File: config.mk
export PLATFORM = sky130hd
export DESIGN_NAME = req_resp_responder_flat
export DESIGN_NICKNAME = d
export VERILOG_FILES = /design/src/rtl/req_resp_responder_pkg.sv /design/src/rtl/req_resp_responder_if.sv /design/src/rtl/req_resp_responder_fifo.sv /design/src/rtl/req_resp_responder.sv /design/src/flat_wrapper.sv
export SDC_FILE = /design/constraint.sdc
export NUM_CORES = 1
export LEC_CHECK = 0
export CAP_MARGIN = 30
export CORE_ASPECT_RATIO = 1.25
export CORE_MARGIN = 3
export CORE_UTILIZATION = 57
export DETAILED_ROUTE_END_ITERATION = 10
export GPL_ROUTABILITY_DRIVEN = 0
export HOLD_SLACK_MARGIN = 0.06
export PLACE_DENSITY = 0.78
export SETUP_SLACK_MARGIN = 0.02
export SYNTH_ARGS = -nofsm -noshare
export SYNTH_HDL_FRONTEND = slang
export SYNTH_SLANG_ARGS = --single-unit
export TNS_END_PERCENT = 30
File: constraint.sdc
create_clock -name clk -period 3.2 [get_ports clk]
set_input_delay 0.48 -clock clk [delete_from_list [all_inputs] [get_ports clk]]
set_output_delay 0.48 -clock clk [all_outputs]
set_load 0.01 [all_outputs]
File: src/rtl/req_resp_responder_pkg.sv
// Shared types and constants for the request/response responder.
// Holds the processing FSM state encoding and the handshake-mode names.
package req_resp_pkg;

    typedef enum logic [1:0] {
        IDLE = 2'd0,
        BUSY = 2'd1,
        RESP = 2'd2
    } state_e;

    localparam string CNFG_READY_VALID = "READY_VALID";
    localparam string CNFG_VALID_READY = "VALID_READY";

endpackage

File: src/rtl/req_resp_responder_if.sv
// Request/response bus between an initiator (master) and the responder (slave).
interface req_resp_if #(
    parameter int DATA_SIZE = 16
);
    logic                 req_valid;
    logic [DATA_SIZE-1:0] req_data;
    logic                 req_ready;
    logic                 resp_valid;
    logic [DATA_SIZE-1:0] resp_data;

    modport master (
        output req_valid, req_data,
        input  req_ready, resp_valid, resp_data
    );

    modport slave (
        input  req_valid, req_data,
        output req_ready, resp_valid, resp_data
    );
endinterface

File: src/rtl/req_resp_responder_fifo.sv
// Request buffer: power-of-two FIFO with extra-bit pointers and a free-entry count.
module req_resp_fifo #(
    parameter int DATA_SIZE = 16,
    parameter int DEPTH     = 4
) (
    input  logic                   clk,
    input  logic                   rstn,
    input  logic                   push,
    input  logic [DATA_SIZE-1:0]   push_data,
    input  logic                   pop,
    output logic [DATA_SIZE-1:0]   pop_data,
    output logic                   full,
    output logic                   empty,
    output logic [$clog2(DEPTH):0] free
);
    localparam int AW = $clog2(DEPTH);

    if (DEPTH < 2 || (DEPTH & (DEPTH - 1)) != 0) begin : g_bad_depth
        $error("req_resp_fifo: DEPTH must be a power of two and at least 2");
    end

    logic [DATA_SIZE-1:0] mem_q [DEPTH];
    logic [AW:0]          wr_ptr_q, wr_ptr_d;
    logic [AW:0]          rd_ptr_q, rd_ptr_d;
    logic                 push_ok, pop_ok;

    // Same index with opposite wrap bits means the writer has lapped the reader.
    assign full     = (wr_ptr_q[AW] != rd_ptr_q[AW]) && (wr_ptr_q[AW-1:0] == rd_ptr_q[AW-1:0]);
    assign empty    = (wr_ptr_q == rd_ptr_q);
    assign free     = (AW+1)'(DEPTH) - (wr_ptr_q - rd_ptr_q);
    assign pop_data = mem_q[rd_ptr_q[AW-1:0]];
    assign push_ok  = push && !full;
    assign pop_ok   = pop && !empty;

    // NOTE: every signal written here gets a default first, so no path can infer a latch.
    always_comb begin
        wr_ptr_d = wr_ptr_q;
        rd_ptr_d = rd_ptr_q;
        if (push_ok) wr_ptr_d = wr_ptr_q + (AW+1)'(1);
        if (pop_ok)  rd_ptr_d = rd_ptr_q + (AW+1)'(1);
    end

    // NOTE: non-blocking assignments make every flop sample pre-edge values, whatever the statement order.
    always_ff @(posedge clk or negedge rstn) begin
        if (!rstn) begin
            wr_ptr_q <= '0;
            rd_ptr_q <= '0;
        end else begin
            wr_ptr_q <= wr_ptr_d;
            rd_ptr_q <= rd_ptr_d;
        end
    end

    // NOTE: storage is not reset; the pointers alone decide which entries hold live data.
    always_ff @(posedge clk) begin
        if (push_ok) mem_q[wr_ptr_q[AW-1:0]] <= push_data;
    end

endmodule

File: src/rtl/req_resp_responder.sv
// Request/response responder: buffers requests and returns req_data+1 after LATENCY cycles.
// Define REQ_RESP_RESPONDER_ERR_EN to add the sticky protocol-violation output err.
module req_resp_responder
    import req_resp_pkg::*;
#(
    parameter int    DATA_SIZE = 16,
    parameter string CNFG      = CNFG_READY_VALID,
    parameter int    DEPTH     = 4,
    parameter int    LATENCY   = 2
) (
    input  logic      clk,
    input  logic      rstn,
    req_resp_if.slave bus
`ifdef REQ_RESP_RESPONDER_ERR_EN
    ,
    output logic      err
`endif
);
    localparam bit IS_RV = (CNFG == CNFG_READY_VALID);
    localparam int AW    = $clog2(DEPTH);
    localparam int CW    = (LATENCY > 1) ? $clog2(LATENCY) : 1;

    if (CNFG != CNFG_READY_VALID && CNFG != CNFG_VALID_READY) begin : g_bad_cnfg
        $error("req_resp_responder: unknown CNFG \"%s\"", CNFG);
    end
    if (LATENCY < 1) begin : g_bad_latency
        $error("req_resp_responder: LATENCY must be at least 1");
    end

    logic                 push, pop, start;
    logic                 fifo_full, fifo_empty;
    logic [AW:0]          fifo_free, free_next;
    logic [DATA_SIZE-1:0] fifo_rdata;

    state_e               state_q, state_d;
    logic [CW-1:0]        cnt_q, cnt_d;
    logic [DATA_SIZE-1:0] data_q, data_d;
    logic                 ready_q, ready_d;

    req_resp_fifo #(
        .DATA_SIZE (DATA_SIZE),
        .DEPTH     (DEPTH)
    ) u_fifo (
        .clk       (clk),
        .rstn      (rstn),
        .push      (push),
        .push_data (bus.req_data),
        .pop       (pop),
        .pop_data  (fifo_rdata),
        .full      (fifo_full),
        .empty     (fifo_empty),
        .free      (fifo_free)
    );

    // Both modes push whenever a valid request meets a non-full FIFO; only req_ready differs.
    assign push      = bus.req_valid && !fifo_full;
    assign free_next = fifo_free - (AW+1)'(push) + (AW+1)'(pop);
    assign ready_d   = IS_RV && (free_next >= (AW+1)'(2));

    assign bus.req_ready  = IS_RV ? ready_q : (rstn && bus.req_valid && !fifo_full);
    assign bus.resp_valid = (state_q == RESP);
    assign bus.resp_data  = (state_q == RESP) ? data_q : '0;

    always_comb begin
        state_d = state_q;
        cnt_d   = cnt_q;
        data_d  = data_q;
        start   = 1'b0;
        pop     = 1'b0;
        unique case (state_q)
            IDLE: start = !fifo_empty;
            BUSY: begin
                if (cnt_q == CW'(LATENCY - 1)) state_d = RESP;
                else                           cnt_d   = cnt_q + CW'(1);
            end
            RESP: begin
                start   = !fifo_empty;
                state_d = IDLE;
            end
            default: state_d = IDLE;
        endcase
        // Popping computes the response up front; BUSY only models the processing delay.
        if (start) begin
            pop     = 1'b1;
            data_d  = fifo_rdata + DATA_SIZE'(1);
            cnt_d   = '0;
            state_d = BUSY;
        end
    end

    always_ff @(posedge clk or negedge rstn) begin
        if (!rstn) begin
            state_q <= IDLE;
            cnt_q   <= '0;
            data_q  <= '0;
            ready_q <= 1'b0;
        end else begin
            state_q <= state_d;
            cnt_q   <= cnt_d;
            data_q  <= data_d;
            ready_q <= ready_d;
        end
    end

`ifdef REQ_RESP_RESPONDER_ERR_EN
    logic err_q, err_d;

    assign err_d = err_q || (bus.req_valid && fifo_full);
    assign err   = err_q;

    always_ff @(posedge clk or negedge rstn) begin
        if (!rstn) err_q <= 1'b0;
        else       err_q <= err_d;
    end
`endif

endmodule

File: src/flat_wrapper.sv
// flat-port wrapper written by rule: the top's interface ports become plain ports
module req_resp_responder_flat import req_resp_pkg::*;
#(
    parameter int    DATA_SIZE = 16,
    parameter string CNFG      = CNFG_READY_VALID,
    parameter int    DEPTH     = 4,
    parameter int    LATENCY   = 2
)
  (clk, rstn, bus_req_valid, bus_req_data, bus_req_ready, bus_resp_valid, bus_resp_data);
  req_resp_if #(.DATA_SIZE(DATA_SIZE)) bus_i ();
  input  logic clk;
  input  logic rstn;
  input wire logic [$bits(bus_i.req_valid)-1:0] bus_req_valid;
  input wire logic [$bits(bus_i.req_data)-1:0] bus_req_data;
  output wire logic [$bits(bus_i.req_ready)-1:0] bus_req_ready;
  output wire logic [$bits(bus_i.resp_valid)-1:0] bus_resp_valid;
  output wire logic [$bits(bus_i.resp_data)-1:0] bus_resp_data;
  assign bus_i.req_valid = bus_req_valid;
  assign bus_i.req_data = bus_req_data;
  assign bus_req_ready = bus_i.req_ready;
  assign bus_resp_valid = bus_i.resp_valid;
  assign bus_resp_data = bus_i.resp_data;
  req_resp_responder #(.DATA_SIZE(DATA_SIZE), .CNFG(CNFG), .DEPTH(DEPTH), .LATENCY(LATENCY)) u_core (.clk(clk), .rstn(rstn), .bus(bus_i));
endmodule
==> results of run 1 <==
==> per-layer routing <==
metal / vias to the layer above / GRT usage [%] / share of wire [%]
met3: 5 / 3.89 / 3.9
met5: - / 0 / 0
met2: 42 / 29.0 / 52
met4: 0 / 5.07 / 1.2
met1: 990 / 22.9 / 43
li1: 1003 / - / -
==> kinds of logic (layout without fill, tap and decap cells) <==
group | after synthesis | count (layout)
DFF | 90 | 90
buffers and inverters | 20 | 71
adders and majority gates | 9 | 9
xor gates and xnor gates | 23 | 23
muxes | 17 | 17
AOI/OAI and AO/OA | 21 | 21
and+or+nand+nor | 66 | 66
==> path summary, 6_finish.rpt <==
kind,start,endpoint,slack (ns),depth (start not counted)
worst max-delay path,u_core.u_fifo.rd_ptr_q[2],u_core.bus.req_ready,0.49,11
worst min-delay path,rstn,u_core.u_fifo.wr_ptr_q[1],0.49,2
worst max register to register,u_core.u_fifo.rd_ptr_q[2],u_core.bus.req_ready,0.49,11
worst min register to register,u_core.u_fifo.wr_ptr_q[2],u_core.u_fifo.wr_ptr_q[2],0.50,1
max in group asynchronous,rstn,u_core.data_q[5],2.46,2
min in group clk,u_core.u_fifo.wr_ptr_q[2],u_core.u_fifo.wr_ptr_q[2],0.50,1
==> state kept, by name, indices dropped and copies added, names as in the netlist <==
name                    cells
u_core.u_fifo.mem_q        64
u_core.data_q              16
u_core.cnt_q                1
u_core.state_q              2
u_core.u_fifo.rd_ptr_q      3
u_core.u_fifo.wr_ptr_q      3
u_core.bus.req_ready        1
==> layout by cell type (no fill, tap or decap), drive strengths merged, types with 2 or more instances in the layout <==
master,count
edfxtp,64
clkdlybuf4s50,36
dfrtp,26
nor2,21
and2,21
xnor2,17
a21oi,17
mux4,16
inv,11
clkbuf,10
buf,8
ha,7
xor2,6
nand2,6
nor4,4
nor3,4
bufinv,4
nand4,4
nand3,4
o21ai,2
fa,2
clkinv,2
==> through the flow <==
stage	hold slack (ns)	setup WS [ns]	utilization (%)
global route	0.509	0.263	70.4
global placement	0.474	0.395	66.6
floorplan	0.184	0.524	-
finish	0.490	0.490	70.4
CTS	0.499	0.468	70.4
detailed placement	0.480	0.320	66.6
==> worst max-delay path, delay by kind of cell (launching register included) <==
family	cells	cell delay [ns]
AO/OA/AOI/OAI	1	0.33
buffers and inverters	3	0.23
flip-flops	1	0.42
AND/OR/NAND/NOR	1	0.07
adder cells (fa/ha/maj)	3	0.91
XOR/XNOR	3	0.65
==> cell type report <==
class	count	area share, %
Multi-Input combinational cell	136	27.4
Timing Repair Buffer	44	8.98
Sequential cell	90	55.0
Clock buffer	10	2.73
Inverter	11	0.882
Clock inverter	6	2.75
Tap cell	87	2.33
==> power groups by stage <==
stage	clock network, mW	logic [mW]	registers, mW
floorplan	0	1.43	1.76
global placement	0	1.82	1.77
detailed placement	0	1.85	1.79
CTS	0.974	1.86	1.77
global route	1.02	2.06	1.80
finish	0.955	1.83	1.76
==> cell usage after synthesis, drive strengths merged, types with 6 or more instances <==
master  count
and2       21
buf         7
inv        11
ha          7
nor2       21
dfrtp      26
xor2        6
xnor2      17
mux4       16
a21oi      17
nand2       6
edfxtp     64
==> metrics.log, run 1 <==
INFO  metric nets = 320
INFO  metric slew_viol_final = 0
INFO  metric tritoncts = yes
INFO  metric timing.setup.critical_path_class = register to register
INFO  metric synth_largest_area_cell = edfxtp_1
INFO  metric post_cts_resize_count = 0
INFO  metric synth_top_family_by_area = multiplexers
INFO  metric coreArea = 0.00665 mm²
INFO  metric synth-adder-area-share = 3.23%
INFO  metric worstMarginPinSlew = 0.707 ns
INFO  metric achievable-frequency = roughly 370 MHz
INFO  metric finalPower = ~4.5 mW
INFO  metric ir_worst_vdd = 0.000577 V
INFO  metric share_of_total_power_in_sequential_cells = 38.8%
INFO  metric n_antenna_cell = 0
INFO  metric global_route.overflow_total = 0
INFO  metric fin_worst_skew = 0.00798 ns
INFO  metric detail_route.iter0.violations = 87
INFO  metric avgRoutedWirePerCell = 15.7 µm
INFO  metric worstSetupStartpointType = register
INFO  metric drive_above_1_share = around an eighth
INFO  metric synth-compound-area-share = 2.85%
INFO  metric required_time_of_the_critical_path = between 3 and 4 ns
INFO  metric yosys_warnings = 0
INFO  metric htree_levels = 3
INFO  metric yosys_most_used_dff = edfxtp_1
INFO  metric clockPowerShare = about a fifth
INFO  metric synth_xor_area_share = between 5 and 6%
INFO  metric drt.antenna.violating_nets = 0
INFO  metric post-cts-setup-buffers = 0
INFO  metric maximum_number_of_pins_on_one_net_before_global_route_repair = 38
INFO  metric multiInputGateArea = 0.00128 mm²
INFO  metric buffer_ports.inserted = 36
INFO  metric clk-insertion-delay-late = 0.34 ns
INFO  metric global_route.usage.total = 17.4%
INFO  metric first_pass_iters = 4
INFO  metric power.share.switching = between 30% and 40%
INFO  metric synthCells = 246
INFO  metric cts_max_path_buffers = 2
INFO  metric critical-path-slowest-cell = dfrtp_1
INFO  metric power_report.internal_total = about 3.0 mW
INFO  metric cp_slowest_stage_delay = 0.42 ns
INFO  metric synth_edf_count = 64
INFO  metric p_switching = 1.50 mW
INFO  metric fp.dieH = 99.1 µm
INFO  metric fin_crit_sh = 84.7%
INFO  metric sequential_cell_area_in_the_final_layout = 0.00257 mm²
INFO  metric unrepaired_setup_endpoints_after_global_routing = false
INFO  metric synthDistinctLibCells = 31
INFO  metric floorplan.initialDensity = 59.5%
INFO  metric synth-seq-area-share = 65.0%
INFO  metric fillers = 451
INFO  metric setup_viol = 0
INFO  metric cap_viol_max_count = 0
INFO  metric yosys-top-cells-area = edfxtp_1 (49%), dfrtp_1 (16%), mux4_1 (8.6%), xnor2_1 (3.8%), and2_1 (3.3%)
INFO  metric chipWidth = 80.5 µm
INFO  metric worst-path-max-fanout = 8
INFO  metric postSynthRegisterBits = 90
INFO  metric synth_area_per_cell = 16.1 µm²
INFO  metric fin_crit = 2.71 ns
INFO  metric design.portCount = 37
INFO  metric layout-area-overhead-vs-synth = 18.3%
INFO  metric critical_path.most_common_cell = inv_1
INFO  metric place_area = about 0.0044 mm²
INFO  metric number_of_vias_after_detailed_routing = about 2000
INFO  metric hold_fix_buffers_at_cts = 0
INFO  metric grt_pass1_wl = 10400 µm
INFO  metric power-per-cell-area = a little under 1000 mW/mm²
INFO  metric via_per_inst = ~5.3
INFO  metric outcome = finished, final reports clean
INFO  metric worst_hold_path_type = input pin to asynchronous set/reset pin
INFO  metric syn_nets = 274
INFO  metric clk_pin_slew_worst_paths = 0.08 ns
INFO  metric gate_power_share = between 40% and 50%
INFO  metric slew_headroom = 52.7%
INFO  metric async_reset_ff_share = 28.9%
INFO  metric die-area = 0.00798 mm²
INFO  metric synth_simple_gate_area_share = roughly a tenth
INFO  metric yosys.area.top_type_share = between 40% and 50%
INFO  metric arrival = 2.95 ns
INFO  metric wl = about 6000 µm
INFO  metric synth_mux_area_share = 10.6%
INFO  metric dp.final_hpwl = 4150 µm
INFO  metric clock_sinks = 90
INFO  metric hold_fails_final_rpt = 0
INFO  metric critical_path.endpoint_type = register
INFO  metric post_synth_instance_area = around 0.0040 mm²
INFO  metric layout.cell_area.non_filler = 0.00468 mm²
INFO  metric first_global_vias = 2091
INFO  metric timing.setup.tns = 0 ns
INFO  metric remaining_drc_errors = 0
INFO  metric finish.cell_count_without_fillers = 384
INFO  metric cts_made_buffers = 9
INFO  metric p_leak = 1.68 nW
INFO  metric ctsRootBufferMaster = clkbuf_8
INFO  metric numPlacedInstances = 368
INFO  metric grt_antenna_before_repair = 0
INFO  metric row_count = 33
INFO  metric path_cells = xnor2_1 -> o31a_1 -> inv_1 -> fa_1 -> inv_1 -> fa_1 -> inv_1 -> ha_1 -> xor2_1 -> xnor2_1 -> nand2b_1
Power figures use the tool's default switching activity.
==> run 2: changes to the inputs <==
--- a/config.mk
+++ b/config.mk
@@ -8,11 +8,11 @@
 export CAP_MARGIN = 30
 export CORE_ASPECT_RATIO = 1.25
 export CORE_MARGIN = 3
-export CORE_UTILIZATION = 57
+export CORE_UTILIZATION = 51
 export DETAILED_ROUTE_END_ITERATION = 10
 export GPL_ROUTABILITY_DRIVEN = 0
 export HOLD_SLACK_MARGIN = 0.06
-export PLACE_DENSITY = 0.78
+export PLACE_DENSITY = 0.74
 export SETUP_SLACK_MARGIN = 0.02
 export SYNTH_ARGS = -nofsm -noshare
 export SYNTH_HDL_FRONTEND = slang
==> constraint.sdc (replaced) <==
create_clock -name clk -period 2.3 [get_ports clk]
set_input_delay 0.345 -clock clk [delete_from_list [all_inputs] [get_ports clk]]
set_output_delay 0.345 -clock clk [all_outputs]
set_load 0.01 [all_outputs]
==> run 2 against run 1 <==
The run now ends with setup timing left; worst setup slack got worse by 0.58 ns; die area increased by 11%; cell count is 3.9% higher; combinational power increased by 56%; sequential share of layout area fell by 1.2 points; non-clock buffer count is 10 higher; core utilization is 6.1 points lower; wire length grew 5.8%; power increased by 44%; fmax grew 13%; critical path type unchanged.
==> metrics.log, run 2 (synthesized netlist as in run 1, its figures left out) <==
INFO  metric dp.final_hpwl = 4270 µm (+3.0%)
INFO  metric critical_path.endpoint_type = register
INFO  metric slew_viol_final = 0 (unchanged)
INFO  metric unrepaired_setup_endpoints_after_global_routing = true
INFO  metric place_area = 0.00450 mm² (+1.6%)
INFO  metric postLayoutCoreUtil = 64.3% (-6.1 points)
INFO  metric timing.setup.tns = -0.0888 ns (-0.0888 ns)
INFO  metric largest_register_ffs = 64 (unchanged)
INFO  metric achievable-frequency = 419 MHz (+13%)
INFO  metric layout.cell_area.non_filler = 0.00479 mm² (+2.3%)
INFO  metric clockPowerShare = 18.7% (-2.3 points)
INFO  metric failed_checks = setup timing
INFO  metric ir_worst_vdd = 0.000587 V (+1.6%)
INFO  metric wl = 6360 µm (+5.8%)
INFO  metric setup_viol = 1 (+1)
INFO  metric cts_made_buffers = 9 (unchanged)
INFO  metric required_time_of_the_critical_path = 2.55 ns (-0.89 ns)
INFO  metric cts_max_path_buffers = 2 (unchanged)
INFO  metric gate_power_share = 43.8% (+3.6 points)
INFO  metric p_switching = 2.29 mW (+53%)
INFO  metric row_count = 35 (+6.1%)
INFO  metric n_antenna_cell = 0 (unchanged)
INFO  metric clock_sinks = 90 (unchanged)
INFO  metric clk-insertion-delay-late = 0.35 ns (about the same)
INFO  metric power.share.switching = 35.1% (+2.0 points)
INFO  metric outcome = finished with violations
INFO  metric most_common_cell_after_layout_fill_and_taps_aside = edfxtp_1
INFO  metric r2r_cells = 11 (unchanged)
INFO  metric finish.cell_count_without_fillers = 399 (+3.9%)
INFO  metric slew_headroom = 77.0% (+24 points)
INFO  metric clk_pin_slew_worst_paths = 0.10 ns (+0.02 ns)
INFO  metric grt_pass1_wl = 10300 µm (-0.27%)
INFO  metric htree_levels = 3 (unchanged)
INFO  metric worst_hold_path_type = input pin to asynchronous set/reset pin
INFO  metric drive_above_1_share = 18.6% (+6.4 points)
INFO  metric global_route.overflow_total = 0 (unchanged)
INFO  metric drt.antenna.violating_nets = 0 (unchanged)
INFO  metric fin_crit_sh = 104% (+19 points)
INFO  metric tritoncts = yes
INFO  metric fin_crit = 2.39 ns (-0.321 ns)
INFO  metric worstReg2RegStart = u_core.u_fifo.wr_ptr_q[1]
INFO  metric first_global_vias = 2082 (-0.43%)
INFO  metric chipWidth = 84.8 µm (+5.3%)
INFO  metric avgRoutedWirePerCell = 15.9 µm (+1.9%)
INFO  metric reg2reg_slack = -0.09 ns (-0.58 ns)
INFO  metric most-common-layout-cells = edfxtp_1 (64), clkdlybuf4s50_1 (36), dfrtp_1 (26)
INFO  metric remaining_drc_errors = 0 (unchanged)
INFO  metric power-per-cell-area = 1370 mW/mm² (+41%)
INFO  metric coreArea = 0.00744 mm² (+12%)
INFO  metric detail_route.iter0.violations = 66 (-24%)
INFO  metric buffer_ports.inserted = 36 (unchanged)
INFO  metric grt_antenna_before_repair = 0 (unchanged)
INFO  metric worstMarginPinSlew = 0.345 ns (-0.362 ns)
INFO  metric number_of_vias_after_detailed_routing = 2137 (+4.8%)
INFO  metric place_worst_setup_slack = -0.254 ns (-0.574 ns)
INFO  metric hold_fix_buffers_at_cts = 0 (unchanged)
INFO  metric layout-area-overhead-vs-synth = 21.0%
INFO  metric ctsRootBufferMaster = clkbuf_8
INFO  metric grt.met3_usage = 3.33% (-0.57 points)
INFO  metric fp.dieH = 104 µm (+5.4%)
INFO  metric worst-path-max-fanout = 2 (-6)
INFO  metric die-area = 0.00886 mm² (+11%)
INFO  metric maximum_number_of_pins_on_one_net_before_global_route_repair = 38 (unchanged)
INFO  metric global_routing_usage_on_met2 = 25.2% (-3.8 points)
INFO  metric timing.setup.critical_path_class = register to register
INFO  metric cap_viol_max_count = 0 (unchanged)
INFO  metric hold-worst-slack = 0.352 ns (-0.138 ns)
INFO  metric finalPower = 6.54 mW (+44%)
INFO  metric gr-max-usage-layer = met2
INFO  metric global_route.usage.total = 15.0% (-2.4 points)
INFO  metric worstSetupStartpointType = register
INFO  metric numPlacedInstances = 381 (+3.5%)
INFO  metric floorplan.initialDensity = 53.1% (-6.4 points)
INFO  metric cp-startpoint = u_core.u_fifo.wr_ptr_q[1]
INFO  metric design.portCount = 37 (unchanged)
INFO  metric power_report.internal_total = 4.25 mW (+40%)
INFO  metric fin_worst_skew = 0.0106 ns (+0.00264 ns)
INFO  metric hold_fails_final_rpt = 0 (unchanged)
INFO  metric nets = 330 (+3.1%)
INFO  metric p_leak = 1.73 nW (+2.7%)
INFO  metric final.setup.worst_slack = -0.0888 ns (-0.579 ns)
INFO  metric first_pass_iters = 4 (unchanged)
INFO  metric via_per_inst = 5.36 (+0.82%)
INFO  metric share_of_total_power_in_sequential_cells = 37.5% (-1.3 points)
INFO  metric arrival = 2.64 ns (-0.31 ns)
INFO  metric grt_util_met1 = 19.2% (-3.7 points)
INFO  metric r2r_end = u_core.bus.req_ready
run 2: area by class of cell:
type                            instances  area (µm²)
Multi-Input combinational cell        136        1330
Tap cell                               92         115
Clock buffer                            9         124
Inverter                               11        41.3
Clock inverter                          7         109
Sequential cell                        90        2570
Fill cell                             541        2660
Timing Repair Buffer                   54         499
run 2: worst max-delay path: stages, from the launching register on:
cell      delay (ns)
dfrtp_1         0.42
xor2_2          0.19
o31a_1          0.31
inv_2           0.08
fa_2            0.21
inv_2           0.04
fa_1            0.49
inv_2           0.05
ha_4            0.16
xor2_2          0.17
xnor2_1         0.13
nand2b_1        0.06
run 2: timing repair:
action | CTS | global route
setup endpoints to repair | 1 | 1
pin swaps | 1 | 6
resized for setup | 1 | 7
cloned | 0 | 0
buffers inserted | 0 | 2
run 2: per-layer routing:
layer	wire length (µm)	share of wire [%]
met2	3350	53
met4	78	1.2
met1	2720	43
met3	211	3.3
met5	0	0
run 2: worst max path at each step:
stage	depth (start not counted)	slack (ns)	endpoint
CTS	11	-0.1	u_core.bus.req_ready
global placement	11	-0.17	u_core.bus.req_ready
detailed placement	11	-0.25	u_core.bus.req_ready
finish	11	-0.09	u_core.bus.req_ready
global route	11	-0.17	u_core.bus.req_ready
floorplan	13	-0.36	u_core.bus.req_ready
run 2: power by group through the flow:
stage | Clock [mW] | Sequential (mW) | Combinational (mW)
after floorplan | 0 | 2.44 | 2.00
after global placement | 0 | 2.44 | 2.67
after detailed placement | 0 | 2.48 | 2.75
after CTS | 1.25 | 2.44 | 2.77
after global routing | 1.33 | 2.50 | 3.15
final | 1.22 | 2.45 | 2.86
